===== config.mk =====
export PLATFORM = sky130hd
export DESIGN_NAME = mmio_result_tx_flat
export DESIGN_NICKNAME = d
export VERILOG_FILES = /design/src/rtl/mmio_result_tx_if.sv /design/src/rtl/mmio_result_tx.sv /design/src/flat_wrapper.sv
export SDC_FILE = /design/constraint.sdc
export NUM_CORES = 1
export LEC_CHECK = 0
export ABC_AREA = 1
export BUFFER_PORTS_ARGS = -buffer_cell sky130_fd_sc_hd__buf_2
export CORE_MARGIN = 1.5
export CORE_UTILIZATION = 50
export DETAILED_ROUTE_END_ITERATION = 16
export GPL_ROUTABILITY_DRIVEN = 1
export MAX_ROUTING_LAYER = met4
export PLACE_DENSITY = 0.67
export SLEW_MARGIN = 15
export SYNTH_ARGS = -nofsm -noshare
export SYNTH_HDL_FRONTEND = slang
export SYNTH_SLANG_ARGS = --single-unit

===== constraint.sdc =====
create_clock -name clk -period 3.5 [get_ports clk]
set_input_delay 0.35 -clock clk [delete_from_list [all_inputs] [get_ports clk]]
set_output_delay 0.35 -clock clk [all_outputs]
set_load 0.01 [all_outputs]

===== src/rtl/mmio_result_tx_if.sv =====
`default_nettype none
// ============================================================================
// Module   : mmio_result_tx_if
// Purpose  : External memory bus signals shared by the CPU and the
//            memory-mapped result port.
// Ports    : mem_we   - write strobe              (CPU -> port)
//            mem_addr - bus address               (CPU -> port)
//            mem_din  - write data                (CPU -> port)
//            rd_data  - registered read data      (port -> CPU)
//            hit      - registered window select  (port -> CPU)
// Revision : 1.0  initial release
// ============================================================================
interface mmio_result_tx_if #(
   parameter int ADDR_WIDTH = 14,
   parameter int DATA_WIDTH = 24
);
   logic                  mem_we;
   logic [ADDR_WIDTH-1:0] mem_addr;
   logic [DATA_WIDTH-1:0] mem_din;
   logic [DATA_WIDTH-1:0] rd_data;
   logic                  hit;

   modport master (output mem_we, mem_addr, mem_din, input  rd_data, hit);
   modport slave  (input  mem_we, mem_addr, mem_din, output rd_data, hit);
endinterface
`default_nettype wire


===== src/rtl/mmio_result_tx.sv =====
`default_nettype none
// ============================================================================
// Module   : mmio_result_tx
// Purpose  : Memory-mapped result port. CPU stores to TXDATA are queued in a
//            word FIFO and shifted out of a UART pin (8N1, 3 bytes per word,
//            MSB byte first). STATUS reads return {overflow, full, busy}.
// Ports    : clk      - system clock
//            rst_n    - asynchronous active-low reset
//            bus      - memory bus (slave modport)
//            tx       - UART serial output, idle high
//            busy     - FIFO non-empty or frame in flight
//            overflow - sticky: a TXDATA write was dropped on a full FIFO
// Revision : 1.0  initial release
// ============================================================================
module mmio_result_tx #(
   parameter int                    ADDR_WIDTH   = 14,
   parameter int                    DATA_WIDTH   = 24,
   parameter logic [ADDR_WIDTH-1:0] BASE_ADDR    = 14'h3FF0,
   parameter int                    CLKS_PER_BIT = 868,
   parameter int                    FIFO_DEPTH   = 16
) (
   input  wire                    clk,
   input  wire                    rst_n,
   mmio_result_tx_if.slave        bus,
   output logic                   tx,
   output logic                   busy,
   output logic                   overflow
);
   localparam int                    PTR_W       = $clog2(FIFO_DEPTH);
   localparam int                    BAUD_W      = (CLKS_PER_BIT > 2) ? $clog2(CLKS_PER_BIT) : 1;
   localparam logic [ADDR_WIDTH-1:0] STATUS_ADDR = BASE_ADDR + ADDR_WIDTH'(1);
   localparam logic [BAUD_W-1:0]     BAUD_LAST   = BAUD_W'(CLKS_PER_BIT - 1);

   typedef enum logic [2:0] {S_IDLE, S_LOAD, S_START, S_DATA, S_STOP} state_t;

   // ---------------------------------------------------------------- FIFO
   logic [DATA_WIDTH-1:0] r_fifo_mem [FIFO_DEPTH];
   logic [PTR_W:0]        r_wr_ptr, r_rd_ptr;
   logic                  w_empty, w_full, w_wr_data, w_push, w_drop, w_clr, w_pop;
   logic                  r_overflow;

   assign w_empty   = (r_wr_ptr == r_rd_ptr);
   assign w_full    = (r_wr_ptr[PTR_W] != r_rd_ptr[PTR_W]) &&
                      (r_wr_ptr[PTR_W-1:0] == r_rd_ptr[PTR_W-1:0]);
   assign w_wr_data = bus.mem_we && (bus.mem_addr == BASE_ADDR);
   // Full is judged on the pre-edge state, so a pop on the same edge does
   // not make room for the incoming word.
   assign w_push    = w_wr_data && !w_full;
   assign w_drop    = w_wr_data &&  w_full;
   assign w_clr     = bus.mem_we && (bus.mem_addr == STATUS_ADDR) && bus.mem_din[0];

   always_ff @(posedge clk) begin
      if (w_push) r_fifo_mem[r_wr_ptr[PTR_W-1:0]] <= bus.mem_din;
   end

   // ---------------------------------------------------------------- UART FSM
   state_t           r_state, w_state_nxt;
   logic [BAUD_W-1:0] r_baud, w_baud_nxt;
   logic [2:0]       r_bit, w_bit_nxt;
   logic [1:0]       r_idx, w_idx_nxt;
   logic [23:0]      r_word, w_word_nxt;
   logic [7:0]       r_byte, w_byte_nxt;
   logic             r_tx, w_tx_nxt;
   logic             w_baud_end;

   assign w_baud_end = (r_baud == BAUD_LAST);

   always_comb begin
      w_state_nxt = r_state;
      w_baud_nxt  = r_baud;
      w_bit_nxt   = r_bit;
      w_idx_nxt   = r_idx;
      w_word_nxt  = r_word;
      w_byte_nxt  = r_byte;
      w_pop       = 1'b0;
      w_tx_nxt    = 1'b1;
      case (r_state)
         S_IDLE: begin
            if (!w_empty) begin
               w_pop       = 1'b1;
               w_word_nxt  = r_fifo_mem[r_rd_ptr[PTR_W-1:0]];
               w_idx_nxt   = 2'd0;
               w_state_nxt = S_LOAD;
            end
         end
         S_LOAD: begin
            case (r_idx)
               2'd0:    w_byte_nxt = r_word[23:16];
               2'd1:    w_byte_nxt = r_word[15:8];
               default: w_byte_nxt = r_word[7:0];
            endcase
            w_baud_nxt  = '0;
            w_state_nxt = S_START;
         end
         S_START: begin
            if (w_baud_end) begin
               w_baud_nxt  = '0;
               w_bit_nxt   = 3'd0;
               w_state_nxt = S_DATA;
            end else begin
               w_baud_nxt = r_baud + BAUD_W'(1);
            end
         end
         S_DATA: begin
            if (w_baud_end) begin
               w_baud_nxt = '0;
               if (r_bit == 3'd7) w_state_nxt = S_STOP;
               else               w_bit_nxt   = r_bit + 3'd1;
            end else begin
               w_baud_nxt = r_baud + BAUD_W'(1);
            end
         end
         S_STOP: begin
            if (w_baud_end) begin
               w_baud_nxt = '0;
               if (r_idx != 2'd2) begin
                  w_idx_nxt   = r_idx + 2'd1;
                  w_state_nxt = S_LOAD;
               end else if (!w_empty) begin
                  // Next word follows straight on; only the LOAD cycle separates them.
                  w_pop       = 1'b1;
                  w_word_nxt  = r_fifo_mem[r_rd_ptr[PTR_W-1:0]];
                  w_idx_nxt   = 2'd0;
                  w_state_nxt = S_LOAD;
               end else begin
                  w_state_nxt = S_IDLE;
               end
            end else begin
               w_baud_nxt = r_baud + BAUD_W'(1);
            end
         end
         default: w_state_nxt = S_IDLE;
      endcase
      // Line level is registered from the next state so tx never glitches.
      case (w_state_nxt)
         S_START: w_tx_nxt = 1'b0;
         S_DATA:  w_tx_nxt = w_byte_nxt[w_bit_nxt];
         default: w_tx_nxt = 1'b1;
      endcase
   end

   always_ff @(posedge clk or negedge rst_n) begin
      if (!rst_n) begin
         r_state      <= S_IDLE;
         r_baud       <= '0;
         r_bit        <= '0;
         r_idx        <= '0;
         r_word       <= '0;
         r_byte       <= '0;
         r_tx         <= 1'b1;
         r_wr_ptr     <= '0;
         r_rd_ptr     <= '0;
         r_overflow   <= 1'b0;
         bus.rd_data  <= '0;
         bus.hit      <= 1'b0;
      end else begin
         r_state  <= w_state_nxt;
         r_baud   <= w_baud_nxt;
         r_bit    <= w_bit_nxt;
         r_idx    <= w_idx_nxt;
         r_word   <= w_word_nxt;
         r_byte   <= w_byte_nxt;
         r_tx     <= w_tx_nxt;
         if (w_push) r_wr_ptr <= r_wr_ptr + (PTR_W+1)'(1);
         if (w_pop)  r_rd_ptr <= r_rd_ptr + (PTR_W+1)'(1);
         // A drop on the same edge as a clear leaves the flag set.
         if (w_drop)     r_overflow <= 1'b1;
         else if (w_clr) r_overflow <= 1'b0;
         bus.rd_data <= (bus.mem_addr == STATUS_ADDR) ?
                        {{(DATA_WIDTH-3){1'b0}}, r_overflow, w_full, busy} : '0;
         bus.hit     <= (bus.mem_addr == BASE_ADDR) || (bus.mem_addr == STATUS_ADDR);
      end
   end

   assign tx       = r_tx;
   assign busy     = !w_empty || (r_state != S_IDLE);
   assign overflow = r_overflow;
endmodule
`default_nettype wire


===== src/flat_wrapper.sv =====
// flat-port wrapper written by rule: the top's interface ports become plain ports
module mmio_result_tx_flat 
#(
   parameter int                    ADDR_WIDTH   = 14,
   parameter int                    DATA_WIDTH   = 24,
   parameter logic [ADDR_WIDTH-1:0] BASE_ADDR    = 14'h3FF0,
   parameter int                    CLKS_PER_BIT = 868,
   parameter int                    FIFO_DEPTH   = 16
)
  (clk, rst_n, tx, busy, overflow, bus_mem_we, bus_mem_addr, bus_mem_din, bus_rd_data, bus_hit);
  mmio_result_tx_if #(.ADDR_WIDTH(ADDR_WIDTH), .DATA_WIDTH(DATA_WIDTH)) bus_i ();
  input  wire clk;
  input  wire rst_n;
  output logic tx;
  output logic busy;
  output logic overflow;
  input wire logic [$bits(bus_i.mem_we)-1:0] bus_mem_we;
  input wire logic [$bits(bus_i.mem_addr)-1:0] bus_mem_addr;
  input wire logic [$bits(bus_i.mem_din)-1:0] bus_mem_din;
  output wire logic [$bits(bus_i.rd_data)-1:0] bus_rd_data;
  output wire logic [$bits(bus_i.hit)-1:0] bus_hit;
  assign bus_i.mem_we = bus_mem_we;
  assign bus_i.mem_addr = bus_mem_addr;
  assign bus_i.mem_din = bus_mem_din;
  assign bus_rd_data = bus_i.rd_data;
  assign bus_hit = bus_i.hit;
  mmio_result_tx #(.ADDR_WIDTH(ADDR_WIDTH), .DATA_WIDTH(DATA_WIDTH), .BASE_ADDR(BASE_ADDR), .CLKS_PER_BIT(CLKS_PER_BIT), .FIFO_DEPTH(FIFO_DEPTH)) u_core (.clk(clk), .rst_n(rst_n), .bus(bus_i), .tx(tx), .busy(busy), .overflow(overflow));
endmodule

## Word-level counts from Yosys, hierarchy flattened

Memory sizes are Yosys's and may differ from the RTL's.
Cells that the tools add are included.

- $add $sub $neg: 5
- Magnitude comparators: 1
- Equal/unequal tests: 17
- Mux-type cells: 36
- Reduce and logical (&&, ||, !) cells: 19

Operator list:

| cell | number |
|---|---|
| two-way mux 24 bit | 3 |
| one-hot mux 24 bit (2 select lines) | 1 |
| two-way mux 3 bit | 10 |
| == test 14 bit, second input constant | 2 |
| one-hot mux 10 bit (2 select lines) | 1 |
| one-hot mux 8 bit (2 select lines) | 1 |
| one-hot mux 3 bit (5 select lines) | 1 |
| == test 3 x 2 -> 1 bit, second input constant | 4 |
| adder 10 x 1 -> 10 bit, second input constant | 1 |
| adder 5 x 1 -> 5 bit, second input constant | 2 |
| == test 10 bit, second input constant | 1 |
| two-way mux 10 bit | 1 |
| two-way mux 1 bit | 9 |
| two-way mux 8 bit | 1 |
| == test 3 bit, second input constant | 2 |
| logical AND 1 bit | 6 |
| two-way mux 2 bit | 3 |
| one-hot mux 3 bit (2 select lines) | 1 |
| nonzero test 2 bit | 3 |
| == test 5 bit | 1 |
| == test 4 bit | 1 |
| less-than comparator 3 x 4 -> 1 bit, second input constant | 1 |
| != test 2 bit, second input constant | 2 |
| one-hot mux 1 bit (2 select lines) | 2 |
| 16 further kinds | 18 |

- Register bits after elaboration: 87
- Memory bits (writable): 384
- Output and inout port bits: 28
- Memories: 1

Memory list:

| name | depth | width | rd ports | clocked after memory_dff | wr ports | line | RTL |
|---|---|---|---|---|---|---|---|
| u_core.r_fifo_mem | 16 | 24 | 1 | 0 | 1 | mmio_result_tx.sv:37 | `logic [DATA_WIDTH-1:0] r_fifo_mem [FIFO_DEPTH];` |

## Logic depth before layout (Yosys ltp)

- Word-level depth: 7
- Gate-level depth with buffers: 13

## Worst setup path after synthesis

Ideal clock, no wire load.

- Path type: input port to flip-flop
- Start point: input port bus_mem_addr[4]
- End point: memory u_core.r_fifo_mem[11][0], enable pin
- Library setup time: 0.405 ns
- Arrival: 2.180 ns
- Required time: 3.095 ns
- Setup slack: 0.915 ns
- Stages on the path: 6
- Path through: inv_1 -> nor3_1 -> nand4_1 -> nor4_2 -> nand3_1 -> nor2_1

- Cells in the longest elaborated chain, start to end: 5

RTL lines:

| element | line | RTL |
|---|---|---|
| start: declaration | flat_wrapper.sv:18 | `input wire logic [$bits(bus_i.mem_addr)-1:0] bus_mem_addr;` |
| == test 14 bit | mmio_result_tx.sv:45 | `assign w_wr_data = bus.mem_we && (bus.mem_addr == BASE_ADDR);` |
| logical AND 1 bit | mmio_result_tx.sv:45 |  |
| logical AND 1 bit | mmio_result_tx.sv:48 | `assign w_push = w_wr_data && !w_full;` |
| two-way mux 1 bit | mmio_result_tx.sv:53 | `if (w_push) r_fifo_mem[r_wr_ptr[PTR_W-1:0]] <= bus.mem_din;` |
| two-way mux 1 bit (not written as such) | mmio_result_tx.sv:53 |  |
| end: declaration | mmio_result_tx.sv:37 |  |

No other way between the ends.

## Final worst setup path

- Start point: register u_core.r_rd_ptr[0]
- End point: register u_core.r_word[6]

- Cells in the longest elaborated chain, start to end: 5
- Elaborated cells on any way between the ends: 6

RTL lines:

| element | line | RTL |
|---|---|---|
| start: declaration | mmio_result_tx.sv:38 | `logic [PTR_W:0] r_wr_ptr, r_rd_ptr;` |
| start signal: assignment | mmio_result_tx.sv:165 | `if (w_pop) r_rd_ptr <= r_rd_ptr + (PTR_W+1)'(1);` |
| memory (16 x 24 bit) or == test 5 bit (tied branches) | - |  |
| two-way mux 24 bit (*) | mmio_result_tx.sv:79, mmio_result_tx.sv:119 |  |
| two-way mux 24 bit | mmio_result_tx.sv:116 | `if (r_idx != 2'd2) begin` |
| two-way mux 24 bit | mmio_result_tx.sv:114 | `if (w_baud_end) begin` |
| one-hot mux 24 bit (2 select lines) (*) | mmio_result_tx.sv:77 | `case (r_state)` |
| end signal: assignment | mmio_result_tx.sv:161 | `r_word <= w_word_nxt;` |
| end: declaration | mmio_result_tx.sv:61 | `logic [23:0] r_word, w_word_nxt;` |

Mark *: on every way between the ends. The rest lies on a longest branch, timed or not. The select of a mux whose other input is x is not followed.
A chain may end at the register's enable or synchronous reset.

==> reports/qor.yml <==
yosysMostFrequentCell: "edfxtp_1"
holdPathStages: 4
antenna_found_initial: 2
postRouteAntennaNets: 0
p_leak_nw: 7.38
yosys_warnings: 0
reg2regPathDepth: 9
synth.avg_cell_area_um2: 12.7
ys.flop_type: "edfxtp_1"
die_area_um2: 38100
cts.path.max_buffers: 3
min_path_type: "in2reg"
ioPinCount: 69
synth.top_cell.area_share_pct: 62.5
cts_resized: 0
io_buffer_count: 47
crit_arrival_ns: 3.19
route.vias.total: 11600
hpwlAfterDp_um: 23500
die_w_um: 195
fin_nets: 1547
drt_pass1_iterations: 6
path_class: "reg2reg"
synth-seq-cells: 450
gp_congestion: 0.894
placedInstanceArea_um2: 19200
post-cts-setup-buffers: 0
grt_overflow: 0
worst-path-max-fanout: 195
synth_cell_types: 43
path_cells: "buf_12 -> inv_4 -> buf_12 -> nor2_1 -> o32ai_1 -> o211ai_1 -> nand3_1 -> nand2_1 -> nand2_1"
period_minus_slack_ns: 2.68
chipHeight_um: 195
fmaxAchievable_mhz: 374
clock_sinks: 450
r2r-start: "u_core.r_rd_ptr[0]"
yosys-top-cells-area: "edfxtp_1 (62%), dfrtp_1 (8.8%), nor2_1 (5.4%), nand2_1 (3.3%), o21ai_0 (3.1%)"
grt_max_degree: 196
clock_latency_ns: 0.57
fin_crit_sh_pct: 76.5
synth_common_cells: "edfxtp_1 (384), nor2_1 (267), nand2_1 (163)"
postRouteWirelength_um: 42700
clkTransAtPathRegs_ns: 0.06
cts.htree.levels: 2
synthCells: 1453
ff2ff_setup_slack_ns: 0.82
cts-hold-fix-buffers: 1
grt_setup_unrepaired: "no"
slew_violations: 0
cts_tree: "done"
seq_area_frac_synth_pct: 71.4
slowest_stage: "dfrtp_4"
worst_path_largest_cell_delay_ns: 0.49
synth-async-reset-ratio_pct: 14.7
fin_skew_ns: 0.0123
synthToLayoutAreaGrowth_pct: 11.8
setup_viol: 0
peakVddDrop_mv: 0.424
total_power_mw: 10.5
grt_pass1_wl_um: 65500
fin_hold_ws_ns: 0.0879
synth_edf_count: 384
min_to: "u_core.bus.hit"
cp.required_ns: 4.01
cts_buffers: 46
final_hold_viol_count: 0
critPathLaunchType: "register"
final_layout_size_suffix_gt1_share_pct: 11.7
worst_pin_slew_ns: 1.35
final_area_um2: 20600
crit_path_end_kind: "register"
slew_headroom_pct: 9.83
drc: 0
start_util_pct: 50.7
wl_per_cell_um: 21.3
core_um2: 36400
setup_ws_ns: 0.823
r2r-end: "u_core.r_word[6]"
fin_tns_setup_ns: 0
min-delay-start: "bus_mem_addr[2]"
cts_root_buf: "clkbuf_16"
synth_largest_area_cell: "edfxtp_1"
drv_cap: 0
initialDrtViolationCount: 1149
fp-row-count: 70
syn_area_um2: 18500
dpl_worst_slack_ns: 0.737
grt_pass1_vias: 11100
power.density_nw_per_um2: 511
via_per_inst: 5.76
status: "complete, no violations"
grtUsageTotal_pct: 23.4
-- state kept, by name, indices dropped and copies added (netlist names), 2 cells and up --
signal              count
u_core.r_bit            3
u_core.r_state          3
u_core.r_byte           8
u_core.r_baud          10
u_core.r_wr_ptr         5
u_core.r_rd_ptr         5
u_core.r_fifo_mem     384
u_core.r_word          24
u_core.bus.rd_data      3
u_core.r_idx            2
-- how the worst max path moves through the flow --
stage	startpoint	end	slack [ns]	depth (start not counted)
after floorplan	bus_mem_addr[4]	u_core.r_fifo_mem[11][0]	0.92	6
after global placement	bus_mem_addr[4]	u_core.r_fifo_mem[6][8]	0.76	8
after detailed placement	bus_mem_addr[4]	u_core.r_fifo_mem[11][6]	0.74	8
after CTS	u_core.r_baud[0]	u_core.r_rd_ptr[4]	0.93	12
after global routing	u_core.r_baud[0]	u_core.r_rd_ptr[4]	0.71	12
final	u_core.r_rd_ptr[0]	u_core.r_word[6]	0.82	9
-- cell usage in the layout (no fill, tap or decap), types with 8 or more instances in the layout --
cell and instances:
nand2_1 163, buf_4 22, xor2_1 14, dfrtp_1 63, conb_1 21, o211ai_1 13
edfxtp_1 384, nor2_1 251, o221ai_1 35, o21ai_0 113, buf_2 47, nand3_1 53
o32ai_1 59, clkbuf_16 47, inv_1 56, nor2_4 18, nand4_1 11, clkinv_1 8
a21oi_1 8, clkbuf_1 19, a22oi_1 8, o22ai_1 9, mux2i_1 36
-- per-layer routing --
layer	vias to the layer above	global-route usage (%)	wire length, um
li1	5343	-	-
met1	5699	32.4	18500
met2	444	35.9	20000
met3	67	3.35	3080
met4	0	7.67	991
met5	-	-	0
-- layout make-up --
cell class | instances | area [um^2]
Tap cell | 468 | 586
Fill cell | 2924 | 15800
Clock buffer | 67 | 1260
Clock inverter | 16 | 126
Sequential cell | 450 | 13200
Timing Repair Buffer | 77 | 551
Inverter | 63 | 239
Multi-Input combinational cell | 861 | 4680
Antenna cell | 2 | 5.00
-- stage by stage --
step	std cells	utilization [%]
3_5_place_dp	1918	52.8
3_3_place_gp	1918	52.8
4_1_cts	2002	56.6
2_1_floorplan	1473	-
5_1_grt	2004	56.6
6_report	2004	56.6
-- report_power, final --
group	switching, mW	leakage [nW]	internal (mW)
Clock	1.96	0.670	2.64
Sequential	0.000103	4.25	5.82
Combinational	0.0976	2.47	0.0211
Total	2.06	7.38	8.48
-- cell families (layout without fill, tap and decap cells) --
kind of cell	Yosys count	in the layout	synth area share (%)
mux	37	37	2.01
compound gates	256	256	9.30
simple gates	526	526	11.8
fa+ha+maj	7	7	0.474
flops	450	450	71.4
buf+inv	162	223	4.30
xor+xnor	14	14	0.664
other cells	1	23	0.0203
-- worst max-delay path: cells and delay by family, from the launching register on --
family / cells / cell delay (ns)
buffers and inverters: 3 / 0.90
DFF: 1 / 0.49
and+or+nand+nor: 4 / 0.50
AOI/OAI and AO/OA: 2 / 0.37
Power figures use the tool's default switching activity.
